## config.mk

```make
export PLATFORM = sky130hd
export DESIGN_NAME = serial_rx_package
export DESIGN_NICKNAME = d
export VERILOG_FILES = /design/src/rtl/serial_rx_package_pkg.sv /design/src/rtl/serial_rx_package_rx_gap_timer.sv /design/src/rtl/serial_rx_package.sv
export SDC_FILE = /design/constraint.sdc
export NUM_CORES = 1
export LEC_CHECK = 0
export ABC_AREA = 0
export ABC_CLOCK_PERIOD_IN_PS = 4300
export CAP_MARGIN = 0
export CORE_MARGIN = 1
export CORE_UTILIZATION = 55
export CTS_BUF_LIST = sky130_fd_sc_hd__clkbuf_16
export CTS_CLUSTER_DIAMETER = 150
export DETAILED_ROUTE_END_ITERATION = 10
export PLACE_DENSITY = 0.84
export RECOVER_POWER = 100
export SETUP_SLACK_MARGIN = 0.02
export SLEW_MARGIN = 5
export SYNTH_ARGS = -nofsm -noshare
export SYNTH_HDL_FRONTEND = slang
export SYNTH_HIERARCHICAL = 1
export SYNTH_SLANG_ARGS = --single-unit
```

## constraint.sdc

```tcl
create_clock -name clk -period 4.3 [get_ports clk]
set_input_delay 0.645 -clock clk [delete_from_list [all_inputs] [get_ports clk]]
set_output_delay 0.645 -clock clk [all_outputs]
set_load 0.05 [all_outputs]
```

## src/rtl/serial_rx_package_pkg.sv

```systemverilog
// -----------------------------------------------------------------------------
// serial_rx_package_pkg
// Shared definitions for the serial packet receiver (and its TX counterpart):
//   - default start-of-frame byte and payload limits
//   - receiver FSM state encoding
//   - small helper to validate a received LEN byte
// No ports (package).
// -----------------------------------------------------------------------------
package serial_rx_package_pkg;

  localparam logic [7:0] SOF_DEFAULT     = 8'hA5;
  localparam int         MAX_LEN_DEFAULT = 64;
  localparam int         ADDR_W_DEFAULT  = 6;
  localparam int         TIMEOUT_DEFAULT = 100000;

  // Frame: SOF, CMD, LEN, LEN payload bytes, CHK (XOR of CMD, LEN, payload).
  typedef enum logic [2:0] {
    ST_IDLE    = 3'd0,
    ST_CMD     = 3'd1,
    ST_LEN     = 3'd2,
    ST_PAYLOAD = 3'd3,
    ST_CHECK   = 3'd4
  } rx_state_e;

  // A LEN byte is usable only when it is non-zero and fits the payload buffer.
  function automatic logic len_ok(input logic [7:0] len, input int max_len);
    return (len != 8'd0) && (int'(len) <= max_len);
  endfunction

endpackage

```

## src/rtl/serial_rx_package_rx_gap_timer.sv

```systemverilog
// -----------------------------------------------------------------------------
// rx_gap_timer
// Counts clock cycles in which 'enable' is high and 'clear' is low. 'expired'
// is a combinational flag raised during the TIMEOUT-th such cycle, so a
// consumer registering it acts on the same edge that would have counted the
// TIMEOUT-th idle cycle. 'clear' always wins over counting and expiry.
// Ports:
//   clk     in  system clock
//   rst     in  synchronous active-high reset
//   clear   in  restart the count from zero
//   enable  in  count this cycle
//   expired out TIMEOUT-th consecutive enabled cycle is in progress
// -----------------------------------------------------------------------------
module rx_gap_timer #(
  parameter int TIMEOUT = 100000
) (
  input  logic clk,
  input  logic rst,
  input  logic clear,
  input  logic enable,
  output logic expired
);

  localparam int CNT_W = (TIMEOUT < 2) ? 1 : $clog2(TIMEOUT + 1);
  localparam logic [CNT_W-1:0] CNT_LAST = CNT_W'(TIMEOUT - 1);
  localparam logic [CNT_W-1:0] CNT_MAX  = CNT_W'(TIMEOUT);

  logic [CNT_W-1:0] cnt_q;
  logic [CNT_W-1:0] cnt_d;

  always_comb begin
    cnt_d = cnt_q;
    if (clear) begin
      cnt_d = '0;
    end else if (enable && (cnt_q != CNT_MAX)) begin
      // Saturate so a stalled consumer never sees the count wrap.
      cnt_d = cnt_q + CNT_W'(1);
    end
  end

  always_ff @(posedge clk) begin
    if (rst) begin
      cnt_q <= '0;
    end else begin
      cnt_q <= cnt_d;
    end
  end

  assign expired = enable && !clear && (cnt_q == CNT_LAST);

endmodule

```

## src/rtl/serial_rx_package.sv

```systemverilog
// -----------------------------------------------------------------------------
// serial_rx_package
// Packet decoder sitting behind a byte-wide serial receiver. Frames are
//   SOF, CMD, LEN, LEN payload bytes, CHK   with CHK = CMD ^ LEN ^ payload.
// Payload bytes are streamed out as registered write strobes; the packet is
// then closed with a one-cycle pkt_done (checksum good) or pkt_err (bad LEN,
// bad checksum, or inter-byte timeout). Writes already issued are never
// retracted: the consumer discards the buffer on pkt_err.
//
// Optional feature: define SERIAL_RX_PACKAGE_TIMEOUT_EN to build an inter-byte
// gap timer (rx_gap_timer). Without it packets wait forever and TIMEOUT is
// ignored.
//
// Ports:
//   clk      in   system clock, all logic on rising edge
//   rst      in   synchronous active-high reset (wins over rx_valid)
//   rx_data  in   [7:0] received byte
//   rx_valid in   one-cycle strobe qualifying rx_data
//   wr_en    out  payload byte write strobe (one cycle per byte)
//   wr_addr  out  [ADDR_W-1:0] payload byte index, 0-based
//   wr_data  out  [7:0] payload byte
//   pkt_cmd  out  [7:0] command byte of current/last packet
//   pkt_len  out  [7:0] length byte of current/last packet
//   pkt_done out  one-cycle pulse: packet accepted, checksum good
//   pkt_err  out  one-cycle pulse: packet aborted
//   busy     out  high whenever the decoder is not idle
// -----------------------------------------------------------------------------
module serial_rx_package
  import serial_rx_package_pkg::*;
#(
  parameter logic [7:0] SOF     = SOF_DEFAULT,
  parameter int         MAX_LEN = MAX_LEN_DEFAULT,
  parameter int         ADDR_W  = ADDR_W_DEFAULT,
  parameter int         TIMEOUT = TIMEOUT_DEFAULT
) (
  input  logic              clk,
  input  logic              rst,
  input  logic [7:0]        rx_data,
  input  logic              rx_valid,
  output logic              wr_en,
  output logic [ADDR_W-1:0] wr_addr,
  output logic [7:0]        wr_data,
  output logic [7:0]        pkt_cmd,
  output logic [7:0]        pkt_len,
  output logic              pkt_done,
  output logic              pkt_err,
  output logic              busy
);

  rx_state_e         state_q,    state_d;
  logic              wr_en_q,    wr_en_d;
  logic [ADDR_W-1:0] wr_addr_q,  wr_addr_d;
  logic [7:0]        wr_data_q,  wr_data_d;
  logic [7:0]        pkt_cmd_q,  pkt_cmd_d;
  logic [7:0]        pkt_len_q,  pkt_len_d;
  logic              pkt_done_q, pkt_done_d;
  logic              pkt_err_q,  pkt_err_d;
  logic [7:0]        chk_q,      chk_d;
  logic [ADDR_W-1:0] idx_q,      idx_d;

  logic timeout_hit;
  logic last_payload;

  // -------------------------------------------------------------------------
  // Inter-byte gap timer (optional)
  // -------------------------------------------------------------------------
`ifdef SERIAL_RX_PACKAGE_TIMEOUT_EN
  logic gap_clear;
  logic gap_enable;

  // A byte in the expiry cycle clears the timer and suppresses 'expired',
  // so the byte is processed instead of aborting the packet.
  assign gap_clear  = rx_valid || (state_q == ST_IDLE);
  assign gap_enable = (state_q != ST_IDLE) && !rx_valid;

  rx_gap_timer #(
    .TIMEOUT (TIMEOUT)
  ) u_gap_timer (
    .clk     (clk),
    .rst     (rst),
    .clear   (gap_clear),
    .enable  (gap_enable),
    .expired (timeout_hit)
  );
`else
  logic unused_timeout;

  assign unused_timeout = (TIMEOUT > 0);
  assign timeout_hit    = 1'b0;
`endif

  // Compare in 32 bits so the check holds for any ADDR_W.
  assign last_payload = ((32'(idx_q) + 32'd1) == 32'(pkt_len_q));

  // -------------------------------------------------------------------------
  // Next-state / output logic
  // -------------------------------------------------------------------------
  always_comb begin
    state_d    = state_q;
    wr_en_d    = 1'b0;
    wr_addr_d  = wr_addr_q;
    wr_data_d  = wr_data_q;
    pkt_cmd_d  = pkt_cmd_q;
    pkt_len_d  = pkt_len_q;
    pkt_done_d = 1'b0;
    pkt_err_d  = 1'b0;
    chk_d      = chk_q;
    idx_d      = idx_q;

    if (rx_valid) begin
      unique case (state_q)
        ST_IDLE: begin
          // Line noise before a frame is dropped without reporting.
          if (rx_data == SOF) begin
            state_d = ST_CMD;
          end
        end

        ST_CMD: begin
          pkt_cmd_d = rx_data;
          chk_d     = rx_data;
          state_d   = ST_LEN;
        end

        ST_LEN: begin
          pkt_len_d = rx_data;
          chk_d     = chk_q ^ rx_data;
          if (len_ok(rx_data, MAX_LEN)) begin
            idx_d   = '0;
            state_d = ST_PAYLOAD;
          end else begin
            pkt_err_d = 1'b1;
            state_d   = ST_IDLE;
          end
        end

        ST_PAYLOAD: begin
          wr_en_d   = 1'b1;
          wr_addr_d = idx_q;
          wr_data_d = rx_data;
          chk_d     = chk_q ^ rx_data;
          if (last_payload) begin
            state_d = ST_CHECK;
          end else begin
            idx_d = idx_q + ADDR_W'(1);
          end
        end

        ST_CHECK: begin
          // chk_q already folds in CMD, LEN and every payload byte.
          if (rx_data == chk_q) begin
            pkt_done_d = 1'b1;
          end else begin
            pkt_err_d = 1'b1;
          end
          state_d = ST_IDLE;
        end

        default: begin
          state_d = ST_IDLE;
        end
      endcase
    end else if (timeout_hit) begin
      pkt_err_d = 1'b1;
      state_d   = ST_IDLE;
    end
  end

  // -------------------------------------------------------------------------
  // State and output registers
  // -------------------------------------------------------------------------
  always_ff @(posedge clk) begin
    if (rst) begin
      state_q    <= ST_IDLE;
      wr_en_q    <= 1'b0;
      wr_addr_q  <= '0;
      wr_data_q  <= 8'd0;
      pkt_cmd_q  <= 8'd0;
      pkt_len_q  <= 8'd0;
      pkt_done_q <= 1'b0;
      pkt_err_q  <= 1'b0;
      chk_q      <= 8'd0;
      idx_q      <= '0;
    end else begin
      state_q    <= state_d;
      wr_en_q    <= wr_en_d;
      wr_addr_q  <= wr_addr_d;
      wr_data_q  <= wr_data_d;
      pkt_cmd_q  <= pkt_cmd_d;
      pkt_len_q  <= pkt_len_d;
      pkt_done_q <= pkt_done_d;
      pkt_err_q  <= pkt_err_d;
      chk_q      <= chk_d;
      idx_q      <= idx_d;
    end
  end

  assign wr_en    = wr_en_q;
  assign wr_addr  = wr_addr_q;
  assign wr_data  = wr_data_q;
  assign pkt_cmd  = pkt_cmd_q;
  assign pkt_len  = pkt_len_q;
  assign pkt_done = pkt_done_q;
  assign pkt_err  = pkt_err_q;
  assign busy     = (state_q != ST_IDLE);

endmodule

```

==> results of run 1 <==
[power by group]
part / switching (mW) / leakage, nW / internal (mW) / total [mW]
Clock: 0.153 / 0.0723 / 0.208 / 0.361
Sequential: 0.000579 / 0.403 / 0.464 / 0.464
Combinational: 0.0242 / 0.638 / 0.0149 / 0.0391
[flip-flops by register name (all words and copies together) (netlist names)]
name	cells
chk_q	8
pkt_cmd	8
pkt_len	8
wr_data	8
idx_q	6
wr_addr	6
state_q	3
pkt_done	1
pkt_err	1
wr_en	1
[Yosys cell counts (all sizes together)]
cell    number  area share
a211o        2      0.0077
a211oi       4       0.019
a21o         1      0.0038
a21oi       24       0.053
a221o        3       0.013
a22o         2      0.0088
a311oi       1      0.0038
a31oi        2      0.0055
and2         2      0.0055
and3         1      0.0027
and3b        1      0.0038
and4b        1      0.0044
buf          4       0.012
clkbuf      14       0.023
dfxtp       50        0.44
ha           1      0.0055
inv          2      0.0033
mux2         1      0.0049
mux2i        8       0.035
nand2       66        0.11
nand2b       2      0.0055
nand3        3      0.0088
nand3b       4       0.013
nand4        1      0.0027
nor2        24       0.043
nor2b        3      0.0082
nor3         6       0.015
nor4         3      0.0082
nor4b        2      0.0077
o211ai       1      0.0033
o21a         3      0.0099
o21ai        1      0.0022
or3          2      0.0055
or3b         1      0.0038
or4          2      0.0082
xnor2       11       0.042
xor2        13       0.050
[worst paths after layout]
kind,endpoint,slack (ps),cells after the start
setup / recovery,idx_q[2],1400,6
hold / removal,wr_addr[3],450,2
setup reg to reg,idx_q[2],1400,6
hold reg to reg,wr_addr[3],450,2
[worst max-delay path, cell delays in order (launching register included)]
cell and delay, ps:
dfxtp_1 450, ha_1 300, xor2_1 150, or4_1 500, a211oi_1 940, nor2_4 80, a221o_1 380
[cells by family (layout without fill, tap and decap cells)]
kind of cell | count (synthesis) | count (layout) | share of synthesized area
multiplexers | 9 | 9 | 0.0401
AND/OR/NAND/NOR | 124 | 124 | 0.255
AO/OA/AOI/OAI | 44 | 44 | 0.130
flip-flops | 50 | 50 | 0.439
XOR/XNOR | 24 | 24 | 0.0922
adder cells (fa/ha/maj) | 1 | 1 | 0.00549
buffers and inverters | 20 | 54 | 0.0384
[area by class of cell]
| class | instances | share of cell area |
|---|---|---|
| clock inverters | 2 | 0.00266 |
| repair buffers | 45 | 0.159 |
| well taps | 50 | 0.0221 |
| inverters | 2 | 0.00266 |
| flip-flops and latches | 50 | 0.354 |
| clock buffers | 5 | 0.0443 |
| multi-input cells | 202 | 0.415 |
[routing by layer]
layer / vias to the layer above / wire length [µm] / part of all wire / global-route usage
met5: - / 0 / 0 / 0
met4: 0 / 96 / 0.019 / 0.0878
met3: 9 / 213 / 0.043 / 0.0655
met2: 51 / 2500 / 0.50 / 0.435
met1: 885 / 2200 / 0.44 / 0.291
li1: 984 / - / - / -
==> impl_metrics.toml, run 1 <==
[floorplan]
io_pins = 45
num_rows = 23
die_width_um = 66.4
die_area_mm2 = 0.00441
die_h_um = 66.4
start_util = 0.570
core_mm2 = 0.00400

[timing]
period_share = 0.675
hold_violations = 0
setup_ws_ps = 1400
max_freq_ghz = 0.345
hold_ws_ps = 449
period_needed_ps = 2900
tns_ps = 0
relSlewSlack = 0.0675
clock_skew_ps = 4.28
finalSetupViolations = 0
rsz0062_at_grt = "false"
tightest_slew_ps = 1390
drv_slew = 0

[synthesis]
synthesis.nets = 284
syn_area_per_cell_um2 = 8.38
syn_inst = 272
yosys_warnings = 6
synth.distinct_cells = 45
ys_seq_area_frac = 0.439
syn-cell-area_mm2 = 0.00228
synth.ff_latch_count = 50

[worst_setup_path]
path_class = "reg2reg"
worstPathMaxFanout = 7
worst_setup_path_start_kind = "register"
cp-end-kind = "register"
crit_required_ps = 4470
cp.arrival_ps = 3080
crit_start = "idx_q[0]"
regToRegStartpoint = "idx_q[0]"

[final_layout]
area_delta_synth_final_pct = 23.9
seqCellArea_mm2 = 0.00100
antenna_cells = 0
nFillCells = 334
stdcell_count = 356
layout_commonest_cell = "nand2_1"
multi_input_area_mm2 = 0.00117
nNetsFinal = 318
drive_gt1_frac = 0.0458
finish.utilization = 0.706
layout_common_cells = "nand2_1, dfxtp_1, dlygate4sd3_1"
final_area_mm2 = 0.00283

[placed_design]
place_area_mm2 = 0.00271
dp_hpwl_um = 3620
dp.cells = 349
place_ws_ps = 1440
routabilityCongestion = 0.817
io_buffers = 44

[route]
drt-total-wl_um = 5010
drt_iter0_drc = 157
via_per_inst = 5.42
num_vias = 1929
drtPass1Iterations = 4
route.detailed.drc = 0
wire_per_inst_um = 14.1
drtAntennaViolNets = 0

[clock_tree]
clock-sinks = 50
ctsHoldBuffers = 0
cts_tree = "built"
clk_pin_slew_ps = 60
cts.repair.resized = 0
cts_setup_buffers = 0
cts_root_buf = "clkbuf_16"
cts-buffers-inserted = 5
worst_skew_pair.late_latency_ps = 290
cts.htree.levels = 2
clockBufferDepth = 2

[run_status]
status = "complete, no violations"

[power_and_ir_drop]
p_leak_nw = 1.11
power.density_mw_per_mm2 = 306
power_mw = 0.864
vdd_drop_max_mv = 0.193

[grt]
grt_pass1_vias = 1807
grt_overflow = 0
track_usage = 0.249
grt_max_degree = 30
antenna_found_initial = 0
grt_first_pass_wirelength_um = 8180

[flow_run]
drv_cap = 0

[worst_hold_path]
min_from = "wr_addr[3]"
hp-class = "reg2reg"
(Power assumes the default switching activity.)
==> run 2, diff against run 1 <==
--- a/config.mk
+++ b/config.mk
@@ -6,14 +6,14 @@
 export NUM_CORES = 1
 export LEC_CHECK = 0
 export ABC_AREA = 0
-export ABC_CLOCK_PERIOD_IN_PS = 4300
+export ABC_CLOCK_PERIOD_IN_PS = 2500
 export CAP_MARGIN = 0
 export CORE_MARGIN = 1
-export CORE_UTILIZATION = 55
+export CORE_UTILIZATION = 46
 export CTS_BUF_LIST = sky130_fd_sc_hd__clkbuf_16
 export CTS_CLUSTER_DIAMETER = 150
 export DETAILED_ROUTE_END_ITERATION = 10
-export PLACE_DENSITY = 0.84
+export PLACE_DENSITY = 0.75
 export RECOVER_POWER = 100
 export SETUP_SLACK_MARGIN = 0.02
 export SLEW_MARGIN = 5
==> constraint.sdc (replaced) <==
create_clock -name clk -period 2.5 [get_ports clk]
set_input_delay 0.375 -clock clk [delete_from_list [all_inputs] [get_ports clk]]
set_output_delay 0.375 -clock clk [all_outputs]
set_load 0.05 [all_outputs]
==> run 2 against run 1 <==
- global-route usage decreased by 3.3 points
- first-iteration DRC count decreased by 24%
- combinational power increased by 110%
- clock skew about the same
- worst hold slack improved by 0.77 ps
- design area increased by 5.8%
- cell count increased by 9.8%
- largest cell class unchanged
==> impl_metrics.toml, run 2 (synthesized netlist as in run 1, its figures left out) <==
[power_and_ir_drop]
combPwrFrac = 0.053
power.density_mw_per_mm2 = 516
p_sw_frac = 0.220
p_seq_frac = 0.518
netSwitchingPower_mw = 0.340
p_leak_nw = 1.18
vdd_drop_max_mv = 0.321
pwr-share-clk = 0.429
p_int_mw = 1.20

[route]
met3_length_um = 323
routed.top_layer = "met4"
num_vias = 2026
wire_per_inst_um = 13.6
wl_met1_um = 2420
via_per_inst = 5.18
drtPass1Iterations = 4
route.detailed.drc = 0
drtAntennaViolNets = 0
drt-total-wl_um = 5330
drt_iter0_drc = 120
dr_wl_met2_um = 2550

[grt]
antenna_found_initial = 0
grt_overflow = 0
grt_pass1_vias = 1846
grt_first_pass_wirelength_um = 8880
grt_max_degree = 18
track_usage = 0.216

[worst_setup_path]
slowest_stage = "or4_1"
cp-end-kind = "register"
worstRegToRegCells = 6
worst_setup_path_start_kind = "register"
rrSetupSlack_ps = 170
rr_endpoint = "idx_q[2]"
path_cells = "ha_1 -> xor2_1 -> or4_1 -> a211oi_4 -> nor2_4 -> a221o_1"
worstPathMaxFanout = 7
max_stage_delay_ps = 550
path_class = "reg2reg"
regToRegStartpoint = "idx_q[0]"
crit_start = "idx_q[0]"
cp.arrival_ps = 2510
critPathCapture = "idx_q[2]"
crit_required_ps = 2680

[timing]
finalSetupViolations = 0
period_share = 0.933
rsz0062_at_grt = "false"
tightest_slew_ps = 607
tns_ps = 0
period_needed_ps = 2330
clock_skew_ps = 4.10
max_freq_ghz = 0.429
drv_slew = 0
relSlewSlack = 0.595
hold_violations = 0

[placed_design]
routabilityCongestion = 0.850
io_buffers = 44
place_area_mm2 = 0.00286
dp_hpwl_um = 3860

[flow_run]
drv_cap = 0

[worst_hold_path]
hp-class = "reg2reg"
min_from = "wr_data[0]"

[floorplan]
num_rows = 25
die_width_um = 72.4
die_h_um = 72.4
io_pins = 45
die_area_mm2 = 0.00524
core_mm2 = 0.00475
start_util = 0.479

[clock_tree]
cts.repair.resized = 0
clk_pin_slew_ps = 60
cts-buffers-inserted = 5
worst_skew_pair.late_latency_ps = 280
cts_setup_buffers = 0
clock-sinks = 50
cts_root_buf = "clkbuf_16"
cts.htree.levels = 2
ctsHoldBuffers = 0
clockBufferDepth = 2
cts_tree = "built"

[final_layout]
final_area_mm2 = 0.00299
drive_gt1_frac = 0.0988
layout_common_cells = "nand2_1, dfxtp_1, dlygate4sd3_1"
area_delta_synth_final_pct = 31.1
layout_commonest_cell = "nand2_1"
nNetsFinal = 335
antenna_cells = 0

[run_status]
status = "complete, no violations"
[run 2: how the worst min path moves through the flow]
stage,end,cells past startpoint
after floorplan,wr_addr[1],2
after global placement,wr_data[7],2
after detailed placement,wr_addr[5],2
after CTS,wr_addr[5],2
after global routing,wr_data[7],2
final,wr_data[0],2
[run 2: stage by stage]
stage / cells / hold WS, ps / utilization / setup WS, ps / power (mW)
2_1_floorplan: 272 / 473 / - / 236 / 0.849
3_3_place_gp: 383 / 442 / 0.601 / 177 / 0.899
3_5_place_dp: 383 / 447 / 0.601 / 130 / 0.898
4_1_cts: 391 / 456 / 0.632 / 120 / 1.55
5_1_grt: 391 / 473 / 0.629 / 53.2 / 1.60
6_report: 391 / 450 / 0.629 / 167 / 1.54
[run 2: final cells by class]
type	count	area (µm²)
Sequential cell	50	1000
Clock buffer	5	125
Inverter	2	7.51
Multi-Input combinational cell	202	1190
Timing Repair Buffer	62	564
Fill cell	440	1770
Tap cell	67	83.8
Clock inverter	3	21.3
[run 2: power groups by stage]
stage	Clock, mW	Combinational [mW]	Sequential (mW)
final	0.662	0.0817	0.798
after global routing	0.714	0.0873	0.798
after CTS	0.670	0.0832	0.798
after detailed placement	0	0.0820	0.816
after global placement	0	0.0827	0.816
after floorplan	0	0.0319	0.817
[run 2: worst max-delay path: cells and delay by family (launching register included)]
| kind | cells | cell delay [ps] |
|---|---|---|
| AO/OA/AOI/OAI | 2 | 700 |
| XOR/XNOR | 1 | 150 |
| adder cells (fa/ha/maj) | 1 | 300 |
| flip-flops | 1 | 440 |
| AND/OR/NAND/NOR | 2 | 640 |
[run 2: metal layers]
metal | track usage | up-vias
met1 | 0.298 | 939
li1 | - | 1018
met4 | 0.0414 | 0
met2 | 0.353 | 65
met3 | 0.0431 | 4
met5 | 0 | -
